--- src/rtl/mips_fetch_queue_if.sv ---
// Fetch front-end bundle: instruction-memory request/response, decode redirect and the
// decode-facing instruction queue head.
interface mips_fetch_queue_if #(
  parameter int unsigned ADDR_W = 32,
  parameter int unsigned DATA_W = 32,
  parameter int unsigned DEPTH  = 4
) ();
  localparam int unsigned OCC_W = $clog2(DEPTH + 1);

  logic              imem_req_valid;
  logic              imem_req_ready;
  logic [ADDR_W-1:0] imem_req_addr;
  logic              imem_rsp_valid;
  logic [DATA_W-1:0] imem_rsp_data;
  logic              redirect_valid;
  logic [ADDR_W-1:0] redirect_pc;
  logic              out_valid;
  logic              out_ready;
  logic [DATA_W-1:0] out_instr;
  logic [ADDR_W-1:0] out_pc;
  logic [OCC_W-1:0]  occupancy;

  // The fetch queue drives requests and the queue head.
  modport master (
    output imem_req_valid, imem_req_addr, out_valid, out_instr, out_pc, occupancy,
    input  imem_req_ready, imem_rsp_valid, imem_rsp_data, redirect_valid, redirect_pc,
    input  out_ready
  );

  modport slave (
    input  imem_req_valid, imem_req_addr, out_valid, out_instr, out_pc, occupancy,
    output imem_req_ready, imem_rsp_valid, imem_rsp_data, redirect_valid, redirect_pc,
    output out_ready
  );
endinterface

--- src/rtl/mips_fetch_queue.sv ---
// Decoupled MIPS instruction fetch: credit-limited in-order memory requests, a DEPTH-entry
// instruction/PC queue, J predecode and decode-driven redirects that flush in-flight work.
module mips_fetch_queue #(
  parameter int unsigned       ADDR_W   = 32,
  parameter int unsigned       DATA_W   = 32,
  parameter int unsigned       DEPTH    = 4,
  parameter logic [ADDR_W-1:0] RESET_PC = '0
) (
  input logic                clk,
  input logic                rst,
  mips_fetch_queue_if.master bus
);
  localparam int unsigned  PTR_W = $clog2(DEPTH);
  localparam int unsigned  OCC_W = $clog2(DEPTH + 1);
  localparam logic [OCC_W:0] LIMIT = DEPTH[OCC_W:0];
  localparam logic [5:0]   OP_J  = 6'b000010;

  logic [DATA_W-1:0] r_instr [DEPTH];
  logic [ADDR_W-1:0] r_pc    [DEPTH];
  logic [PTR_W-1:0]  r_rptr, r_wptr;
  logic [OCC_W-1:0]  r_count, r_outst, r_discard;
  logic [ADDR_W-1:0] r_fetch_pc, r_rsp_pc;

  logic              w_rsp_keep, w_jtake, w_push, w_pop, w_hs, w_credit;
  logic [OCC_W:0]    w_sum;
  logic [OCC_W-1:0]  w_outst_after;
  logic [ADDR_W-1:0] w_rsp_pc_inc, w_j_target;

  assign w_rsp_keep    = bus.imem_rsp_valid && (r_discard == '0);
  assign w_jtake       = w_rsp_keep && (bus.imem_rsp_data[31:26] == OP_J) && !bus.redirect_valid;
  assign w_push        = w_rsp_keep && !bus.redirect_valid;
  assign w_pop         = bus.out_valid && bus.out_ready && !bus.redirect_valid;
  assign w_sum         = {1'b0, r_count} + {1'b0, r_outst};
  assign w_credit      = w_sum < LIMIT;
  assign w_hs          = bus.imem_req_valid && bus.imem_req_ready;
  assign w_outst_after = r_outst - OCC_W'(bus.imem_rsp_valid);
  assign w_rsp_pc_inc  = r_rsp_pc + ADDR_W'(4);

  // J keeps the region bits of the delay-slot PC and replaces the low 28 bits.
  always_comb begin
    w_j_target       = w_rsp_pc_inc;
    w_j_target[27:0] = {bus.imem_rsp_data[25:0], 2'b00};
  end

  assign bus.imem_req_valid = rst && !bus.redirect_valid && !w_jtake && w_credit;
  assign bus.imem_req_addr  = r_fetch_pc;
  assign bus.out_valid      = (r_count != '0);
  assign bus.out_instr      = bus.out_valid ? r_instr[r_rptr] : '0;
  assign bus.out_pc         = bus.out_valid ? r_pc[r_rptr] : '0;
  assign bus.occupancy      = r_count;

  always_ff @(posedge clk) begin
    if (w_push) begin
      r_instr[r_wptr] <= bus.imem_rsp_data;
      r_pc[r_wptr]    <= r_rsp_pc;
    end
  end

  always_ff @(posedge clk) begin
    if (!rst) begin
      r_fetch_pc <= RESET_PC;
      r_rsp_pc   <= RESET_PC;
      r_rptr     <= '0;
      r_wptr     <= '0;
      r_count    <= '0;
      r_outst    <= '0;
      r_discard  <= '0;
    end else begin
      r_outst <= r_outst + OCC_W'(w_hs) - OCC_W'(bus.imem_rsp_valid);
      if (bus.redirect_valid) begin
        // Everything still in flight belongs to the squashed path.
        r_fetch_pc <= bus.redirect_pc;
        r_rsp_pc   <= bus.redirect_pc;
        r_discard  <= w_outst_after;
        r_rptr     <= '0;
        r_wptr     <= '0;
        r_count    <= '0;
      end else begin
        if (w_jtake) begin
          r_fetch_pc <= w_j_target;
          r_rsp_pc   <= w_j_target;
          r_discard  <= w_outst_after;
        end else begin
          if (w_hs) r_fetch_pc <= r_fetch_pc + ADDR_W'(4);
          if (w_push) r_rsp_pc <= w_rsp_pc_inc;
          if (bus.imem_rsp_valid && (r_discard != '0)) r_discard <= r_discard - OCC_W'(1);
        end
        if (w_push) r_wptr <= r_wptr + PTR_W'(1);
        if (w_pop) r_rptr <= r_rptr + PTR_W'(1);
        r_count <= r_count + OCC_W'(w_push) - OCC_W'(w_pop);
      end
    end
  end
endmodule

--- src/flat_wrapper.sv ---
// flat-port wrapper written by rule: the top's interface ports become plain ports
module mips_fetch_queue_flat 
#(
  parameter int unsigned       ADDR_W   = 32,
  parameter int unsigned       DATA_W   = 32,
  parameter int unsigned       DEPTH    = 4,
  parameter logic [ADDR_W-1:0] RESET_PC = '0
)
  (clk, rst, bus_imem_req_valid, bus_imem_req_addr, bus_out_valid, bus_out_instr, bus_out_pc, bus_occupancy, bus_imem_req_ready, bus_imem_rsp_valid, bus_imem_rsp_data, bus_redirect_valid, bus_redirect_pc, bus_out_ready);
  mips_fetch_queue_if #(.ADDR_W(ADDR_W), .DATA_W(DATA_W), .DEPTH(DEPTH)) bus_i ();
  input logic clk;
  input logic rst;
  output wire logic [$bits(bus_i.imem_req_valid)-1:0] bus_imem_req_valid;
  output wire logic [$bits(bus_i.imem_req_addr)-1:0] bus_imem_req_addr;
  output wire logic [$bits(bus_i.out_valid)-1:0] bus_out_valid;
  output wire logic [$bits(bus_i.out_instr)-1:0] bus_out_instr;
  output wire logic [$bits(bus_i.out_pc)-1:0] bus_out_pc;
  output wire logic [$bits(bus_i.occupancy)-1:0] bus_occupancy;
  input wire logic [$bits(bus_i.imem_req_ready)-1:0] bus_imem_req_ready;
  input wire logic [$bits(bus_i.imem_rsp_valid)-1:0] bus_imem_rsp_valid;
  input wire logic [$bits(bus_i.imem_rsp_data)-1:0] bus_imem_rsp_data;
  input wire logic [$bits(bus_i.redirect_valid)-1:0] bus_redirect_valid;
  input wire logic [$bits(bus_i.redirect_pc)-1:0] bus_redirect_pc;
  input wire logic [$bits(bus_i.out_ready)-1:0] bus_out_ready;
  assign bus_imem_req_valid = bus_i.imem_req_valid;
  assign bus_imem_req_addr = bus_i.imem_req_addr;
  assign bus_out_valid = bus_i.out_valid;
  assign bus_out_instr = bus_i.out_instr;
  assign bus_out_pc = bus_i.out_pc;
  assign bus_occupancy = bus_i.occupancy;
  assign bus_i.imem_req_ready = bus_imem_req_ready;
  assign bus_i.imem_rsp_valid = bus_imem_rsp_valid;
  assign bus_i.imem_rsp_data = bus_imem_rsp_data;
  assign bus_i.redirect_valid = bus_redirect_valid;
  assign bus_i.redirect_pc = bus_redirect_pc;
  assign bus_i.out_ready = bus_out_ready;
  mips_fetch_queue #(.ADDR_W(ADDR_W), .DATA_W(DATA_W), .DEPTH(DEPTH), .RESET_PC(RESET_PC)) u_core (.clk(clk), .rst(rst), .bus(bus_i));
endmodule
--- config.mk ---
export PLATFORM = sky130hd
export DESIGN_NAME = mips_fetch_queue_flat
export DESIGN_NICKNAME = d
export VERILOG_FILES = /design/src/rtl/mips_fetch_queue_if.sv /design/src/rtl/mips_fetch_queue.sv /design/src/flat_wrapper.sv
export SDC_FILE = /design/constraint.sdc
export NUM_CORES = 1
export LEC_CHECK = 0
export BUFFER_PORTS_ARGS = -buffer_cell sky130_fd_sc_hd__buf_2
export CAP_MARGIN = 30
export CORE_UTILIZATION = 45
export CTS_BUF_LIST = sky130_fd_sc_hd__clkbuf_4 sky130_fd_sc_hd__clkbuf_8
export DETAILED_ROUTE_END_ITERATION = 10
export SLEW_MARGIN = 20
export SYNTH_ARGS = -nofsm -noshare
export SYNTH_HDL_FRONTEND = slang
export SYNTH_SLANG_ARGS = --single-unit
--- constraint.sdc ---
create_clock -name clk -period 4.15 [get_ports clk]
set_input_delay 0 -clock clk [delete_from_list [all_inputs] [get_ports clk]]
set_output_delay 0 -clock clk [all_outputs]
set_load 0.005 [all_outputs]
== After elaboration in Yosys (flattened, before gate mapping) ==
Memories as Yosys holds them, arrays and structs flattened. A register that Yosys moved wholly into a read port is not among the register bits.
Index checks and enable logic that the tools add are counted.

* Equality and inequality tests: 1
* Muxes and demuxes: 17
* Reductions and logical operators: 20
* Bitwise operators: 1
* Add/sub/neg operators: 11
* Magnitude comparators: 1

{| class="wikitable"
|+ Operators by type and width
! kind !! number
|-
| two-way mux 32 bit || 8
|-
| adder 32 x 3 -> 32 bit, second input constant || 2
|-
| nonzero test 3 bit || 5
|-
| logical AND 1 bit || 11
|-
| two-way mux 3 bit || 3
|-
| subtractor 3 x 1 -> 3 bit || 3
|-
| two-way mux 2 bit || 4
|-
| adder 3 x 1 -> 3 bit || 2
|-
| equality test 6 x 2 -> 1 bit, second input constant || 1
|-
| adder 2 x 1 -> 2 bit, second input constant || 2
|-
| adder 3 x 3 -> 4 bit || 1
|-
| < comparator 4 x 3 -> 1 bit, second input constant || 1
|-
| logical NOT 3 bit || 1
|-
| subtractor 3 x 1 -> 3 bit, second input constant || 1
|-
| logical NOT 1 bit || 2
|-
| two-way mux 1 bit || 2
|-
| OR reduction 2 bit || 1
|-
| inverter 1 bit || 1
|}

* Word-level logic and storage cells: 60
* Input bits: 70
* RAM bits: 256
* Register bits: 77
* Output and inout port bits: 101
* Memories kept: 2

{| class="wikitable"
|+ Memories
! memory !! words !! width !! rd ports !! clocked after Yosys merged registers in !! wr ports !! RTL line !! RTL
|-
| u_core.r_instr || 4 || 32 || 1 || 1 || 1 || mips_fetch_queue.sv:18 || <nowiki>logic [DATA_W-1:0] r_instr [DEPTH];</nowiki>
|-
| u_core.r_pc || 4 || 32 || 1 || 1 || 1 || mips_fetch_queue.sv:19 || <nowiki>logic [ADDR_W-1:0] r_pc [DEPTH];</nowiki>
|}

== Longest topological paths before layout ==
* Word-level depth: 11
* Depth in mapped cells: 12
* Depth with buffers taken out: 11

== Worst setup path after synthesis ==
Ideal clock, no wire load.

* Path type: register to register
* Start point: register u_core.r_discard[0]
* End point: memory u_core.r_instr[0][0] (enable)
* Setup slack: 1.268 ns
* Cell stages (with the launch flop): 6
* Arrival: 2.453 ns
* Library setup time: 0.429 ns
* Required time: 3.721 ns
* Period minus slack after synthesis: 2.882 ns
* Path buffers: 1
* Cell sequence: dfxtp_1 inv_1 ha_1 and4bb_1 buf_2 and2_1

* Longest elaborated chain between the ends: 5

{| class="wikitable"
|+ RTL lines
! element !! RTL line !! RTL
|-
| from (decl) || mips_fetch_queue.sv:21 || <nowiki>logic [OCC_W-1:0] r_count, r_outst, r_discard;</nowiki>
|-
| from (signal assigned) || mips_fetch_queue.sv:74 || <nowiki>r_discard <= w_outst_after;</nowiki>
|-
| from (signal assigned) || mips_fetch_queue.sv:82 || <nowiki>r_discard <= w_outst_after;</nowiki>
|-
| from (signal assigned) || mips_fetch_queue.sv:86 || <nowiki>if (bus.imem_rsp_valid && (r_discard != '0)) r_discard <= r_discard - OCC_W'(1);</nowiki>
|-
| logical NOT 3 bit || mips_fetch_queue.sv:29 || <nowiki>assign w_rsp_keep = bus.imem_rsp_valid && (r_discard == '0);</nowiki>
|-
| logical AND 1 bit || mips_fetch_queue.sv:29 ||
|-
| logical AND 1 bit || mips_fetch_queue.sv:31 || <nowiki>assign w_push = w_rsp_keep && !bus.redirect_valid;</nowiki>
|-
| two-way mux 1 bit || mips_fetch_queue.sv:53 || <nowiki>if (w_push) begin</nowiki>
|-
| two-way mux 1 bit (not written as such) || mips_fetch_queue.sv:54 || <nowiki>r_instr[r_wptr] <= bus.imem_rsp_data;</nowiki>
|-
| to (decl) || mips_fetch_queue.sv:18 ||
|}

Every way passes these cells.

== Final worst setup path ==
* Start point: register u_core.r_count[2], in the netlist u_core.bus.occupancy[2]
* End point: register u_core.r_outst[2]

* Longest elaborated chain between the ends: 6

{| class="wikitable"
|+ RTL lines
! element !! RTL line !! RTL
|-
| from (decl) || mips_fetch_queue.sv:21 ||
|-
| from (signal assigned) || mips_fetch_queue.sv:90 || <nowiki>r_count <= r_count + OCC_W'(w_push) - OCC_W'(w_pop);</nowiki>
|-
| adder 3 x 3 -> 4 bit || mips_fetch_queue.sv:33 || <nowiki>assign w_sum = {1'b0, r_count} + {1'b0, r_outst};</nowiki>
|-
| < comparator 4 x 3 -> 1 bit || mips_fetch_queue.sv:34 || <nowiki>assign w_credit = w_sum < LIMIT;</nowiki>
|-
| logical AND 1 bit || mips_fetch_queue.sv:45 || <nowiki>assign bus.imem_req_valid = rst && !bus.redirect_valid && !w_jtake && w_credit;</nowiki>
|-
| logical AND 1 bit || mips_fetch_queue.sv:35 || <nowiki>assign w_hs = bus.imem_req_valid && bus.imem_req_ready;</nowiki>
|-
| adder 3 x 1 -> 3 bit || mips_fetch_queue.sv:69 || <nowiki>r_outst <= r_outst + OCC_W'(w_hs) - OCC_W'(bus.imem_rsp_valid);</nowiki>
|-
| subtractor 3 x 1 -> 3 bit || mips_fetch_queue.sv:69 ||
|-
| to (signal assigned) || mips_fetch_queue.sv:69 ||
|-
| to (decl) || mips_fetch_queue.sv:21 ||
|}

Every way passes these cells.
A chain may end at the register's enable or synchronous reset.

==> run summary <==
synthesis-to-layout area growth = 22.0%
synthesized area = 14900 µm²
Post-Synthesis Net Count = 1156
Leak = 6.53 nW
VDD IR max = 0.260 mV
Power per Cell Area = 418 nW/µm²
Die X = 184 µm
vias per cell = 5.82
min-delay worst type = in2reg
# resized after CTS = 0
grt ovf = 0
NetSw = 0.00181 W
Setup crit start kind = flip-flop
Placer Congestion = 0.915
buffers added on ports = 170
final wirelength = 41300 µm
slew margin rel. = 0.366
Async SR Flop Fraction = 0
Comb power frac = 0.093
initial antenna violation count = 1
Tmin final = 2840 ps
fin nets = 1412
first-pass GRT wire length = 62000 µm
CTS tree = yes
internal cell power = 0.00578 W
Synth area leader = edfxtp_1
Post-CTS Setup Repair Bufs = 0
EDFF count, synth = 256
status = finished clean
Total Power = 0.00759 W
All-Layer GR Usage = 0.247
largest net degree at the start of global routing = 67
hold slack = 208 ps
Worst-Skew Late Latency = 580 ps
vias in the first global route = 10.2k
I/O pin count = 171
Final HPWL DP = 27300 µm
layout cells sized above 1 = 0.273
CP Data Arrival Time = 3310 ps
Rows = 66
setup repair after global routing missed its margin = no
worst path required time = 4620 ps
number of CTS-inserted buffers = 55
initial core utilization = 0.458
CTS root buf = clkbuf_8
slowest CP cell = fa_1
Flop pwr share = 0.506
final hold violations = 0
Max Clock Freq = 0.353 GHz
DP Worst Slack = 1320 ps
number of remaining DRC errors = 0
wire length per cell = 22.8 µm
clock tree sinks = 335
clk buf depth = 3
Fillers = 2806
skew final = 10.7 ps
htree depth = 2
Synth warnings = 0
router iterations before antenna repair = 6
Yosys reg bits = 335
Synth area leaders = edfxtp_1 52%, dfxtp_1 11%, mux4_2 9.7%
Yosys cell types = 71
max-cap check violation count = 0
max-slew violations = 0
vias = 10.5k
die area = 33800 µm²
die height = 184 µm
Seq/Total Area, Yosys = 0.623
CP cell instances = ha_1, nor3_1, nand4_1, buf_4, nor2_2, ha_1, inv_1, fa_1, xnor2_1, xnor2_1, nor2_1
Crit path max-delay family = adder cells
post-synthesis cell count = 1068
Clock Power Share = 0.400
setup ws final = 1310 ps
Final Util = 0.558
Synth top area share = 0.516
Worst-path clk slew = 60 ps
Bufs and invs on worst path = 2
critical path class = reg2reg
CP Max Fanout = 10
ANT nets after route = 0
Least-Margin Pin Slew = 951 ps
final setup fails = 0
sw frac = 0.239
Syn Area/Cell = 13.9 µm²
core area = 32500 µm²
Starting DRT DRC Count = 1035
Worst setup EP type = flip-flop
Setup TNS Final = 0 ps
Synth Flop Type = edfxtp_1
fin crit share = 0.683
Max stage delay on crit path = 410 ps
## synth_stat cells, types with 9 or more instances
cell	count
a211oi_1	11
a21oi_1	54
a31oi_1	26
a41oi_1	9
and2_1	80
and3_1	18
and4_1	13
buf_2	16
clkbuf_1	44
dfxtp_1	79
edfxtp_1	256
ha_1	16
inv_1	28
mux4_2	64
nand2_1	54
nand3_1	29
nand4_1	27
nor2_1	42
nor4_1	14
o21ai_0	23
o21ai_1	9
o221a_1	16
xnor2_1	15
## cell type report
type | instances | area [µm²] | area share
clock inverter | 17 | 136 | 0.00751
antenna | 1 | 2.50 | 0.000138
timing repair buffer | 264 | 1800 | 0.0989
tap | 442 | 553 | 0.0304
inverter | 28 | 105 | 0.00579
sequential | 335 | 9270 | 0.511
multi-input combinational | 640 | 5240 | 0.289
clock buffer | 86 | 1050 | 0.0579
## layer usage
| layer | vias to the layer above | track usage | routed length [µm] |
|---|---|---|---|
| met1 | 5227 | 0.346 | 17900 |
| met5 | - | 0 | 0 |
| met2 | 477 | 0.385 | 19000 |
| met4 | 0 | 0.0883 | 1180 |
| li1 | 4755 | - | - |
| met3 | 87 | 0.0487 | 3180 |
## state kept, by name, indices dropped and copies added (netlist names), named ones only
signal                    flops
u_core.r_rsp_pc              32
u_core.bus.occupancy          3
u_core.r_wptr                 2
u_core.r_rptr                 2
u_core.r_outst                3
u_core.r_discard              3
u_core.r_pc                 128
u_core.r_instr              128
u_core.bus.imem_req_addr     32
## timing repair
action                     in CTS  in global routing
hold endpoints to repair      198                  0
hold buffers                   71                  0
setup endpoints to repair       0                  0
## path summary, 6_finish.rpt
path / cells after the start / from / end / slack, ps
worst min-delay path: 2 / bus_imem_rsp_data[22] / u_core.r_instr[0][22] / 210
worst max-delay path: 11 / u_core.bus.occupancy[2] / u_core.r_outst[2] / 1310
worst min register to register: 2 / u_core.bus.imem_req_addr[1] / u_core.bus.imem_req_addr[1] / 500
worst max register to register: 11 / u_core.bus.occupancy[2] / u_core.r_outst[2] / 1310
## cell usage in the layout, fill, tap and decap left out, types with 13 or more instances in the layout
cell	Yosys	final
mux4_2	64	64
clkbuf_8	0	65
buf_2	16	170
ha_1	16	16
xnor2_1	15	15
clkbuf_4	0	21
and2_1	80	76
nor4_1	14	14
inv_1	28	28
dlygate4sd3_1	0	71
o21ai_0	23	23
and4_1	13	13
nand2_1	54	54
a31oi_1	26	25
a21oi_1	54	54
nor2_1	42	42
nand4_1	27	27
o221a_1	16	16
edfxtp_1	256	256
dfxtp_1	79	77
buf_4	1	18
and3_1	18	18
nand3_1	29	29
## power groups by stage
stage	sequential, W	clock, W	combinational (W)
detailed placement	0.00391	0	0.000653
CTS	0.00384	0.00310	0.000709
floorplan	0.00387	0	0.000391
global route	0.00386	0.00326	0.000771
global placement	0.00391	0	0.000646
finish	0.00384	0.00304	0.000710
## cells by family after synthesis
group | after synthesis | synth area share
buffers and inverters | 93 | 0.0261
and+or+nand+nor | 315 | 0.120
adders and majority gates | 18 | 0.0161
muxes | 67 | 0.0989
DFF | 335 | 0.623
AOI/OAI and AO/OA | 222 | 0.105
xor gates and xnor gates | 18 | 0.0106
## metrics by stage
| step | cells | area (µm²) |
|---|---|---|
| 2_1_floorplan | 1068 | 14900 |
| 3_3_place_gp | 1638 | 16300 |
| 3_5_place_dp | 1638 | 16300 |
| 4_1_cts | 1812 | 18200 |
| 5_1_grt | 1813 | 18200 |
| 6_report | 1813 | 18200 |
No activity file was read; power rests on OpenSTA's default activity.
